--- config.mk ---
export PLATFORM = sky130hd
export DESIGN_NAME = opb_fwd_unit_flat
export DESIGN_NICKNAME = d
export VERILOG_FILES = /design/src/rtl/opb_fwd_if.sv /design/src/rtl/opb_fwd_unit.sv /design/src/flat_wrapper.sv
export SDC_FILE = /design/constraint.sdc
export NUM_CORES = 1
export LEC_CHECK = 0
export CORE_MARGIN = 3
export CORE_UTILIZATION = 35
export CTS_CLUSTER_SIZE = 40
export DETAILED_ROUTE_END_ITERATION = 16
export PLACE_DENSITY = 0.85
export SLEW_MARGIN = 20
export SYNTH_ARGS = -nofsm -noshare
export SYNTH_HDL_FRONTEND = slang
export SYNTH_SLANG_ARGS = --single-unit
export TNS_END_PERCENT = 100
--- constraint.sdc ---
create_clock -name clock -period 3.28 [get_ports clock]
set_clock_uncertainty 0.1 [all_clocks]
set_input_delay 0.656 -clock clock [delete_from_list [all_inputs] [get_ports clock]]
set_output_delay 0.656 -clock clock [all_outputs]
set_load 0.05 [all_outputs]
--- src/rtl/opb_fwd_if.sv ---
// Operand-B forwarding bus: ID/EX, EX/MEM, MEM/WB and IF/ID hazard inputs plus the registered B operand.
// OPB_FWD_STATS_EN adds the stall_cnt_o statistics output.
interface opb_fwd_if #(
    parameter int DATA_W = 32
);
    logic              ex_valid_i;
    logic [5:0]        ex_op_i;
    logic [4:0]        ex_rt_i;
    logic [15:0]       ex_imm_i;
    logic [DATA_W-1:0] ex_regb_i;
    logic              exm_wr_i;
    logic [4:0]        exm_rd_i;
    logic [DATA_W-1:0] exm_val_i;
    logic              mwb_wr_i;
    logic [4:0]        mwb_rd_i;
    logic [DATA_W-1:0] mwb_val_i;
    logic              id_valid_i;
    logic [4:0]        id_rs_i;
    logic [4:0]        id_rt_i;
    logic [DATA_W-1:0] opb_o;
    logic              opb_valid_o;
    logic [1:0]        fwd_sel_o;
    logic              stall_o;
`ifdef OPB_FWD_STATS_EN
    logic [15:0]       stall_cnt_o;
`endif

    // Valid/ready semantics: there is no back-pressure on this bus; ex_valid_i qualifies the
    // ID/EX slot every cycle and opb_valid_o qualifies opb_o one cycle later.
    modport master (
        output ex_valid_i, ex_op_i, ex_rt_i, ex_imm_i, ex_regb_i,
        output exm_wr_i, exm_rd_i, exm_val_i, mwb_wr_i, mwb_rd_i, mwb_val_i,
        output id_valid_i, id_rs_i, id_rt_i,
`ifdef OPB_FWD_STATS_EN
        input  stall_cnt_o,
`endif
        input  opb_o, opb_valid_o, fwd_sel_o, stall_o
    );

    modport slave (
        input  ex_valid_i, ex_op_i, ex_rt_i, ex_imm_i, ex_regb_i,
        input  exm_wr_i, exm_rd_i, exm_val_i, mwb_wr_i, mwb_rd_i, mwb_val_i,
        input  id_valid_i, id_rs_i, id_rt_i,
`ifdef OPB_FWD_STATS_EN
        output stall_cnt_o,
`endif
        output opb_o, opb_valid_o, fwd_sel_o, stall_o
    );
endinterface

--- src/rtl/opb_fwd_unit.sv ---
// ALU B-operand forwarding mux with load-use stall FSM (IDLE/STALL).
// Optional macro OPB_FWD_STATS_EN adds a saturating 16-bit stall-cycle counter (stall_cnt_o).
module opb_fwd_unit #(
    parameter int DATA_W       = 32,
    parameter int STALL_CYCLES = 1,
    parameter int ZEXT_LOGIC   = 1
) (
    input  logic         clock,
    input  logic         reset_n,
    opb_fwd_if.slave     bus,
    output logic         dbg_stall_state
);
    localparam int CW = $clog2(STALL_CYCLES + 1);

    localparam logic [5:0] OP_ALU  = 6'h00;
    localparam logic [5:0] OP_ADDI = 6'h08;
    localparam logic [5:0] OP_ANDI = 6'h0C;
    localparam logic [5:0] OP_ORI  = 6'h0D;
    localparam logic [5:0] OP_LW   = 6'h23;
    localparam logic [5:0] OP_SW   = 6'h2B;

    localparam logic [1:0] SEL_RF  = 2'b00;
    localparam logic [1:0] SEL_MWB = 2'b01;
    localparam logic [1:0] SEL_EXM = 2'b10;
    localparam logic [1:0] SEL_IMM = 2'b11;

    typedef enum logic {ST_IDLE, ST_STALL} state_t;

    state_t            state;
    logic [CW-1:0]     cnt;
    logic [DATA_W-1:0] opb_q;
    logic [1:0]        sel_q;
    logic              valid_q;

    logic [DATA_W-1:0] imm_sext;
    logic [DATA_W-1:0] imm_zext;
    logic              exm_hit;
    logic              mwb_hit;
    logic              hazard;
    logic              stall;
    logic [DATA_W-1:0] nxt_opb;
    logic [1:0]        nxt_sel;

    assign imm_sext = DATA_W'($signed(bus.ex_imm_i));
    assign imm_zext = DATA_W'(bus.ex_imm_i);

    // Register 0 is hard-wired, so a write to it is never a forwarding source.
    assign exm_hit = bus.exm_wr_i && (bus.exm_rd_i == bus.ex_rt_i) && (bus.ex_rt_i != 5'd0);
    assign mwb_hit = bus.mwb_wr_i && (bus.mwb_rd_i == bus.ex_rt_i) && (bus.ex_rt_i != 5'd0);

    assign hazard = bus.ex_valid_i && (bus.ex_op_i == OP_LW) && (bus.ex_rt_i != 5'd0) &&
                    bus.id_valid_i &&
                    ((bus.ex_rt_i == bus.id_rs_i) || (bus.ex_rt_i == bus.id_rt_i));

    // The last STALL cycle (cnt==1) is quiet, giving exactly STALL_CYCLES high cycles per hazard.
    // reset_n gates the output so a held hazard cannot raise stall while in reset.
    assign stall = reset_n &&
                   ((state == ST_IDLE) ? hazard : (cnt != CW'(1)));

    always_comb begin
        nxt_opb = '0;
        nxt_sel = SEL_RF;
        case (bus.ex_op_i)
            OP_ALU: begin
                if (exm_hit) begin
                    nxt_opb = bus.exm_val_i;
                    nxt_sel = SEL_EXM;
                end else if (mwb_hit) begin
                    nxt_opb = bus.mwb_val_i;
                    nxt_sel = SEL_MWB;
                end else begin
                    nxt_opb = bus.ex_regb_i;
                    nxt_sel = SEL_RF;
                end
            end
            OP_ADDI, OP_LW, OP_SW: begin
                nxt_opb = imm_sext;
                nxt_sel = SEL_IMM;
            end
            OP_ANDI, OP_ORI: begin
                nxt_opb = (ZEXT_LOGIC != 0) ? imm_zext : imm_sext;
                nxt_sel = SEL_IMM;
            end
            default: begin
                nxt_opb = '0;
                nxt_sel = SEL_RF;
            end
        endcase
    end

    always_ff @(posedge clock or negedge reset_n) begin
        if (!reset_n) begin
            state   <= ST_IDLE;
            cnt     <= '0;
            opb_q   <= '0;
            sel_q   <= SEL_RF;
            valid_q <= 1'b0;
        end else begin
            opb_q   <= nxt_opb;
            sel_q   <= nxt_sel;
            valid_q <= bus.ex_valid_i && !stall;
            if (state == ST_IDLE) begin
                if (hazard) begin
                    state <= ST_STALL;
                    cnt   <= CW'(STALL_CYCLES);
                end
            end else begin
                // Hazards are not re-evaluated until the FSM is back in IDLE.
                if (cnt == CW'(1)) begin
                    state <= ST_IDLE;
                    cnt   <= '0;
                end else begin
                    cnt <= cnt - CW'(1);
                end
            end
        end
    end

    assign bus.opb_o       = opb_q;
    assign bus.fwd_sel_o   = sel_q;
    assign bus.opb_valid_o = valid_q;
    assign bus.stall_o     = stall;
    assign dbg_stall_state = (state == ST_STALL);

`ifdef OPB_FWD_STATS_EN
    logic [15:0] stall_cnt_q;

    always_ff @(posedge clock or negedge reset_n) begin
        if (!reset_n) begin
            stall_cnt_q <= '0;
        end else if (stall && (stall_cnt_q != 16'hFFFF)) begin
            stall_cnt_q <= stall_cnt_q + 16'd1;
        end
    end

    assign bus.stall_cnt_o = stall_cnt_q;
`endif
endmodule

--- src/flat_wrapper.sv ---
// flat-port wrapper written by rule: the top's interface ports become plain ports
module opb_fwd_unit_flat 
#(
    parameter int DATA_W       = 32,
    parameter int STALL_CYCLES = 1,
    parameter int ZEXT_LOGIC   = 1
)
  (clock, reset_n, dbg_stall_state, bus_ex_valid_i, bus_ex_op_i, bus_ex_rt_i, bus_ex_imm_i, bus_ex_regb_i, bus_exm_wr_i, bus_exm_rd_i, bus_exm_val_i, bus_mwb_wr_i, bus_mwb_rd_i, bus_mwb_val_i, bus_id_valid_i, bus_id_rs_i, bus_id_rt_i, bus_opb_o, bus_opb_valid_o, bus_fwd_sel_o, bus_stall_o);
  opb_fwd_if #(.DATA_W(DATA_W)) bus_i ();
  input  logic clock;
  input  logic reset_n;
  output logic dbg_stall_state;
  input wire logic [$bits(bus_i.ex_valid_i)-1:0] bus_ex_valid_i;
  input wire logic [$bits(bus_i.ex_op_i)-1:0] bus_ex_op_i;
  input wire logic [$bits(bus_i.ex_rt_i)-1:0] bus_ex_rt_i;
  input wire logic [$bits(bus_i.ex_imm_i)-1:0] bus_ex_imm_i;
  input wire logic [$bits(bus_i.ex_regb_i)-1:0] bus_ex_regb_i;
  input wire logic [$bits(bus_i.exm_wr_i)-1:0] bus_exm_wr_i;
  input wire logic [$bits(bus_i.exm_rd_i)-1:0] bus_exm_rd_i;
  input wire logic [$bits(bus_i.exm_val_i)-1:0] bus_exm_val_i;
  input wire logic [$bits(bus_i.mwb_wr_i)-1:0] bus_mwb_wr_i;
  input wire logic [$bits(bus_i.mwb_rd_i)-1:0] bus_mwb_rd_i;
  input wire logic [$bits(bus_i.mwb_val_i)-1:0] bus_mwb_val_i;
  input wire logic [$bits(bus_i.id_valid_i)-1:0] bus_id_valid_i;
  input wire logic [$bits(bus_i.id_rs_i)-1:0] bus_id_rs_i;
  input wire logic [$bits(bus_i.id_rt_i)-1:0] bus_id_rt_i;
  output wire logic [$bits(bus_i.opb_o)-1:0] bus_opb_o;
  output wire logic [$bits(bus_i.opb_valid_o)-1:0] bus_opb_valid_o;
  output wire logic [$bits(bus_i.fwd_sel_o)-1:0] bus_fwd_sel_o;
  output wire logic [$bits(bus_i.stall_o)-1:0] bus_stall_o;
  assign bus_i.ex_valid_i = bus_ex_valid_i;
  assign bus_i.ex_op_i = bus_ex_op_i;
  assign bus_i.ex_rt_i = bus_ex_rt_i;
  assign bus_i.ex_imm_i = bus_ex_imm_i;
  assign bus_i.ex_regb_i = bus_ex_regb_i;
  assign bus_i.exm_wr_i = bus_exm_wr_i;
  assign bus_i.exm_rd_i = bus_exm_rd_i;
  assign bus_i.exm_val_i = bus_exm_val_i;
  assign bus_i.mwb_wr_i = bus_mwb_wr_i;
  assign bus_i.mwb_rd_i = bus_mwb_rd_i;
  assign bus_i.mwb_val_i = bus_mwb_val_i;
  assign bus_i.id_valid_i = bus_id_valid_i;
  assign bus_i.id_rs_i = bus_id_rs_i;
  assign bus_i.id_rt_i = bus_id_rt_i;
  assign bus_opb_o = bus_i.opb_o;
  assign bus_opb_valid_o = bus_i.opb_valid_o;
  assign bus_fwd_sel_o = bus_i.fwd_sel_o;
  assign bus_stall_o = bus_i.stall_o;
  opb_fwd_unit #(.DATA_W(DATA_W), .STALL_CYCLES(STALL_CYCLES), .ZEXT_LOGIC(ZEXT_LOGIC)) u_core (.clock(clock), .reset_n(reset_n), .bus(bus_i), .dbg_stall_state(dbg_stall_state));
endmodule
==> impl_metrics.py <==
metrics = {
    "outcome": {
        "outcome": "finished clean",
    },
    "cells_and_area": {
        "layout-drive-gt1-share_pct": 7.42,
        "areaGrowthSynthToFinish_pct": 87.0,
        "utilization_pct": 68.1,
        "layout.nets": 595,
        "diodes": 0,
    },
    "yosys": {
        "syn_area_per_cell_sq_um": 8.85,
        "yosysSeqAreaShare_pct": 39.6,
        "syn-instance-count": 264,
        "yosys.area.top_type": "dfrtp_1",
        "yosysWarnings": 0,
        "ys.flop_type": "dfrtp_1",
        "synthArstFlopShare_pct": 100,
        "synth.most_common_cell": "dfrtp_1",
        "synth_nets": 413,
        "netlist_top_cells_area": "dfrtp_1 40%, a211oi_1 10%, a21boi_0 9.6%",
        "syn_area_sq_um": 2340,
        "synth_top_area_share_pct": 39.6,
        "synth.distinct_cells": 31,
        "synth_edf_count": 0,
        "synthTopCellsByCount": "37 x dfrtp_1, 33 x o21ai_0, 32 x o21ai_1",
        "ys_ff_latch": 37,
    },
    "clock_network": {
        "cts_sinks": 37,
        "cts_made_buffers": 5,
        "root_buffer": "clkbuf_8",
        "post_cts.repair.setup_buffers": 0,
        "path_clk_slew_ns": 0.06,
        "cts_tree": "yes",
        "clk_path_buf_depth": 2,
        "clk_latency_ns": 0.28,
        "htree_levels": 2,
        "postCtsHoldBufs": 0,
        "ctsResizeCount": 0,
    },
    "timing": {
        "tightest_slew_ns": 0.647,
        "rsz0062_at_grt": "false",
        "fmax_mhz": 320,
        "slew_headroom_pct": 56.7,
        "hold_viol": 0,
        "slew_viol_final": 0,
        "finalCritPeriodShare_pct": 95.4,
        "setup_viol": 0,
        "setup-tns-final_ns": 0,
        "min_period_ns": 3.13,
    },
    "worst_setup_path": {
        "timing.rr.end": "u_core.bus.opb_valid_o",
        "r2r_slack_ns": 2.24,
        "crit_path_max_fanout": 5,
        "cp-startpoint": "bus_ex_rt_i[4]",
        "critPathCapture": "bus_stall_o",
        "worstSetupPathType": "in -> out",
        "endpoint_kind": "primary output",
        "r2r_start": "u_core.dbg_stall_state",
        "cp.arrival_ns": 2.37,
        "critPathRequiredTime_ns": 2.52,
        "reg2reg_depth": 2,
        "worst_setup_path_start_kind": "primary input",
    },
    "place": {
        "dp_hpwl_mm": 7.00,
        "port_buffers": 185,
        "gp_congestion": 0.837,
    },
    "pwr": {
        "leakage_nw": 1.69,
        "ir_drop_v": 0.000135,
        "power_density_nw_per_um2": 261,
    },
    "floorplan": {
        "die_w_um": 87.7,
        "die_height_um": 87.7,
        "initial_core_util_pct": 36.4,
        "dieArea_sq_um": 7690,
        "fp.coreArea_sq_um": 6420,
        "io-pin-count": 186,
        "placementRows": 29,
    },
    "routing": {
        "route.detailed.drc": 0,
        "avgViaCountPerCell": 5.32,
        "totalWireLength_mm": 9.13,
        "drt_iter0_drc": 86,
        "wl_per_cell_um": 17.5,
        "vias": 2776,
        "drt_pass1_iterations": 4,
        "drtAntennaViolNets": 0,
    },
    "global_routing": {
        "grt_usage_pct": 23.7,
        "grt-ovfl-total": 0,
        "grt_start_max_net_pins": 38,
        "grt_pass1_wl_mm": 14.2,
        "grt_pass1_vias": 2911,
        "grt_antenna_before_repair": 0,
    },
    "job": {
        "maxCapViolations": 0,
    },
    "min_path": {
        "hold_class": "reg -> reg",
    },
}
## power breakdown
group | internal, mW | switching (mW)
sequential | 0.467 | 0.00283
clock | 0.140 | 0.156
combinational | 0.224 | 0.151
total | 0.831 | 0.310
## cells in the final DEF, fill, tap and decap left out, types with 2 or more instances in the layout
master / n
clkdlybuf4s50_1: 183
dfrtp_1: 37
o21ai_1: 33
o21ai_0: 32
a211oi_1: 31
a21boi_0: 30
nand2_1: 18
buf_4: 16
xnor2_1: 12
xor2_1: 8
nand3_1: 5
clkbuf_8: 5
nor2_1: 3
nor3_1: 3
nor4_2: 2
and2_1: 2
or3_1: 2
nand2b_1: 2
nand3b_1: 2
a21boi_1: 2
## metal layers
layer	part of all wire, %	vias up	track usage, %
met5	0	-	0
met2	51	132	43.3
met3	7.8	9	5.36
li1	-	1336	-
met1	39	1299	27.8
met4	1.5	0	6.28
## sequential cells by signal (all words and copies together) (netlist names)
name / cells
u_core.cnt: 1
u_core.bus.opb_o: 32
u_core.bus.opb_valid_o: 1
u_core.bus.fwd_sel_o: 2
u_core.dbg_stall_state: 1
## layout make-up
cell class	instances	area (sq um)
fill	535	2050
timing repair buffer	201	1980
multi-input combinational	201	1300
sequential	37	926
tap	77	96.3
clock buffer	5	68.8
clock inverter	1	5.00
## cell families after synthesis
kind of cell | synth area share [%]
buffers and inverters | 5.83
muxes | 0.428
and+or+nand+nor | 9.26
DFF | 39.6
xor gates and xnor gates | 7.49
AOI/OAI and AO/OA | 37.4
## through the flow
step                      cells  hold WS [ns]  power, mW  cell area [sq um]  worst slack (ns)
final                       522         0.394       1.14               4370             0.151
after global routing        522         0.430       1.19               4370            0.0573
after CTS                   522         0.397       1.15               4370            0.0850
after detailed placement    516         0.391      0.855               4300            0.0888
after global placement      516         0.379      0.850               4300             0.166
after floorplan             264         0.260      0.612               2340             0.246
## worst min-delay path by stage
stage,startpoint,end,depth (start not counted)
5_1_grt,u_core.cnt,u_core.dbg_stall_state,1
4_1_cts,u_core.cnt,u_core.dbg_stall_state,1
3_5_place_dp,u_core.cnt,u_core.dbg_stall_state,1
3_3_place_gp,u_core.cnt,u_core.dbg_stall_state,1
6_report,u_core.cnt,u_core.dbg_stall_state,1
2_1_floorplan,reset_n,u_core.bus.fwd_sel_o[0],0
## critical path: stages
cell	delay [ns]
clkdlybuf4s50_1	0.53
or4_4	0.48
nor2_2	0.13
nor3_1	0.07
o2111ai_1	0.18
o21ai_1	0.12
buf_4	0.20
Note: power is estimated with default switching activity, not from simulation.
==> edit (same flow settings) <==
`DATA_W` is set to 32 in 3 places; all go to 16.
--- a/src/rtl/opb_fwd_if.sv
+++ b/src/rtl/opb_fwd_if.sv
@@ -3,3 +3,3 @@
 interface opb_fwd_if #(
-    parameter int DATA_W = 32
+    parameter int DATA_W = 16
 );
--- a/src/rtl/opb_fwd_unit.sv
+++ b/src/rtl/opb_fwd_unit.sv
@@ -3,3 +3,3 @@
 module opb_fwd_unit #(
-    parameter int DATA_W       = 32,
+    parameter int DATA_W       = 16,
     parameter int STALL_CYCLES = 1,
--- a/src/flat_wrapper.sv
+++ b/src/flat_wrapper.sv
@@ -3,3 +3,3 @@
 #(
-    parameter int DATA_W       = 32,
+    parameter int DATA_W       = 16,
     parameter int STALL_CYCLES = 1,
Interface: changed (resized bus_ex_regb_i, bus_exm_val_i, bus_mwb_val_i and bus_opb_o); port bits go from 186 to 122. No check against the original RTL was run, so the function may have changed too.
==> edit against the unedited design <==
Power is 41% lower. Sequential cell count down 16. Non-clock buffer count down 71. Synthesized area fell by 37%. Critical path depth unchanged. Routed wire length shrank 48%. Cell area fell by 36%. Worst setup slack better by 0.067 ns.
==> edit: results <==
set metrics [dict create \
    place_ws_ns 0.236 \
    design.seq.count 21 \
    drive_above_1_share 0.0956 \
    crit_arrival_ns 2.31 \
    grt_max_degree 19 \
    syn-num-nets 249 \
    via_per_inst 4.74 \
    place.gp.congestion 0.858 \
    nonClkBufAreaFrac 0.458 \
    fill_cells 308 \
    gr-usage-met1 0.198 \
    grt_use_met2 0.353 \
    vdd.ir_drop.worst_uv 221 \
    post-route-period-util 0.934 \
    comb_power_mw 0.239 \
    status "completed" \
    post-dp-hpwl_mm 4.03 \
    routed_wl_mm 4.73 \
    port_buffers 121 \
    multi_input_area_share 0.292 \
    relSlewSlack 0.639 \
    insertion_delay_ns 0.26 \
    final-clk-cell-share 0.0162 \
    power.switching_mw 0.171 \
    nets 374 \
]
-- edit: cell count changes in the layout (fill, tap and decap cells not counted), moves of 6 or more --
cell	unedited run	this run
clkdlybuf4s50_1	183	120
o221ai_2	0	9
buf_4	16	10
mux2i_1	1	17
o21ai_1	33	0
dfrtp_1	37	21
o221ai_1	0	7
a21boi_0	30	0
inv_1	0	17
o21ai_0	32	2
a211oi_1	31	0
-- edit: kinds of logic (layout without fill, tap and decap cells) --
group | Yosys count | in the layout | synth area share
AOI/OAI and AO/OA | 22 | 22 | 0.158
muxes | 17 | 17 | 0.115
xor gates and xnor gates | 20 | 20 | 0.119
DFF | 21 | 21 | 0.356
buffers and inverters | 27 | 151 | 0.0974
and+or+nand+nor | 41 | 41 | 0.155
-- edit: routing by layer --
| metal | up-vias | share of wire |
|---|---|---|
| met2 | 59 | 0.57 |
| li1 | 765 | - |
| met1 | 688 | 0.36 |
| met5 | - | 0 |
| met3 | 6 | 0.059 |
| met4 | 0 | 0.013 |
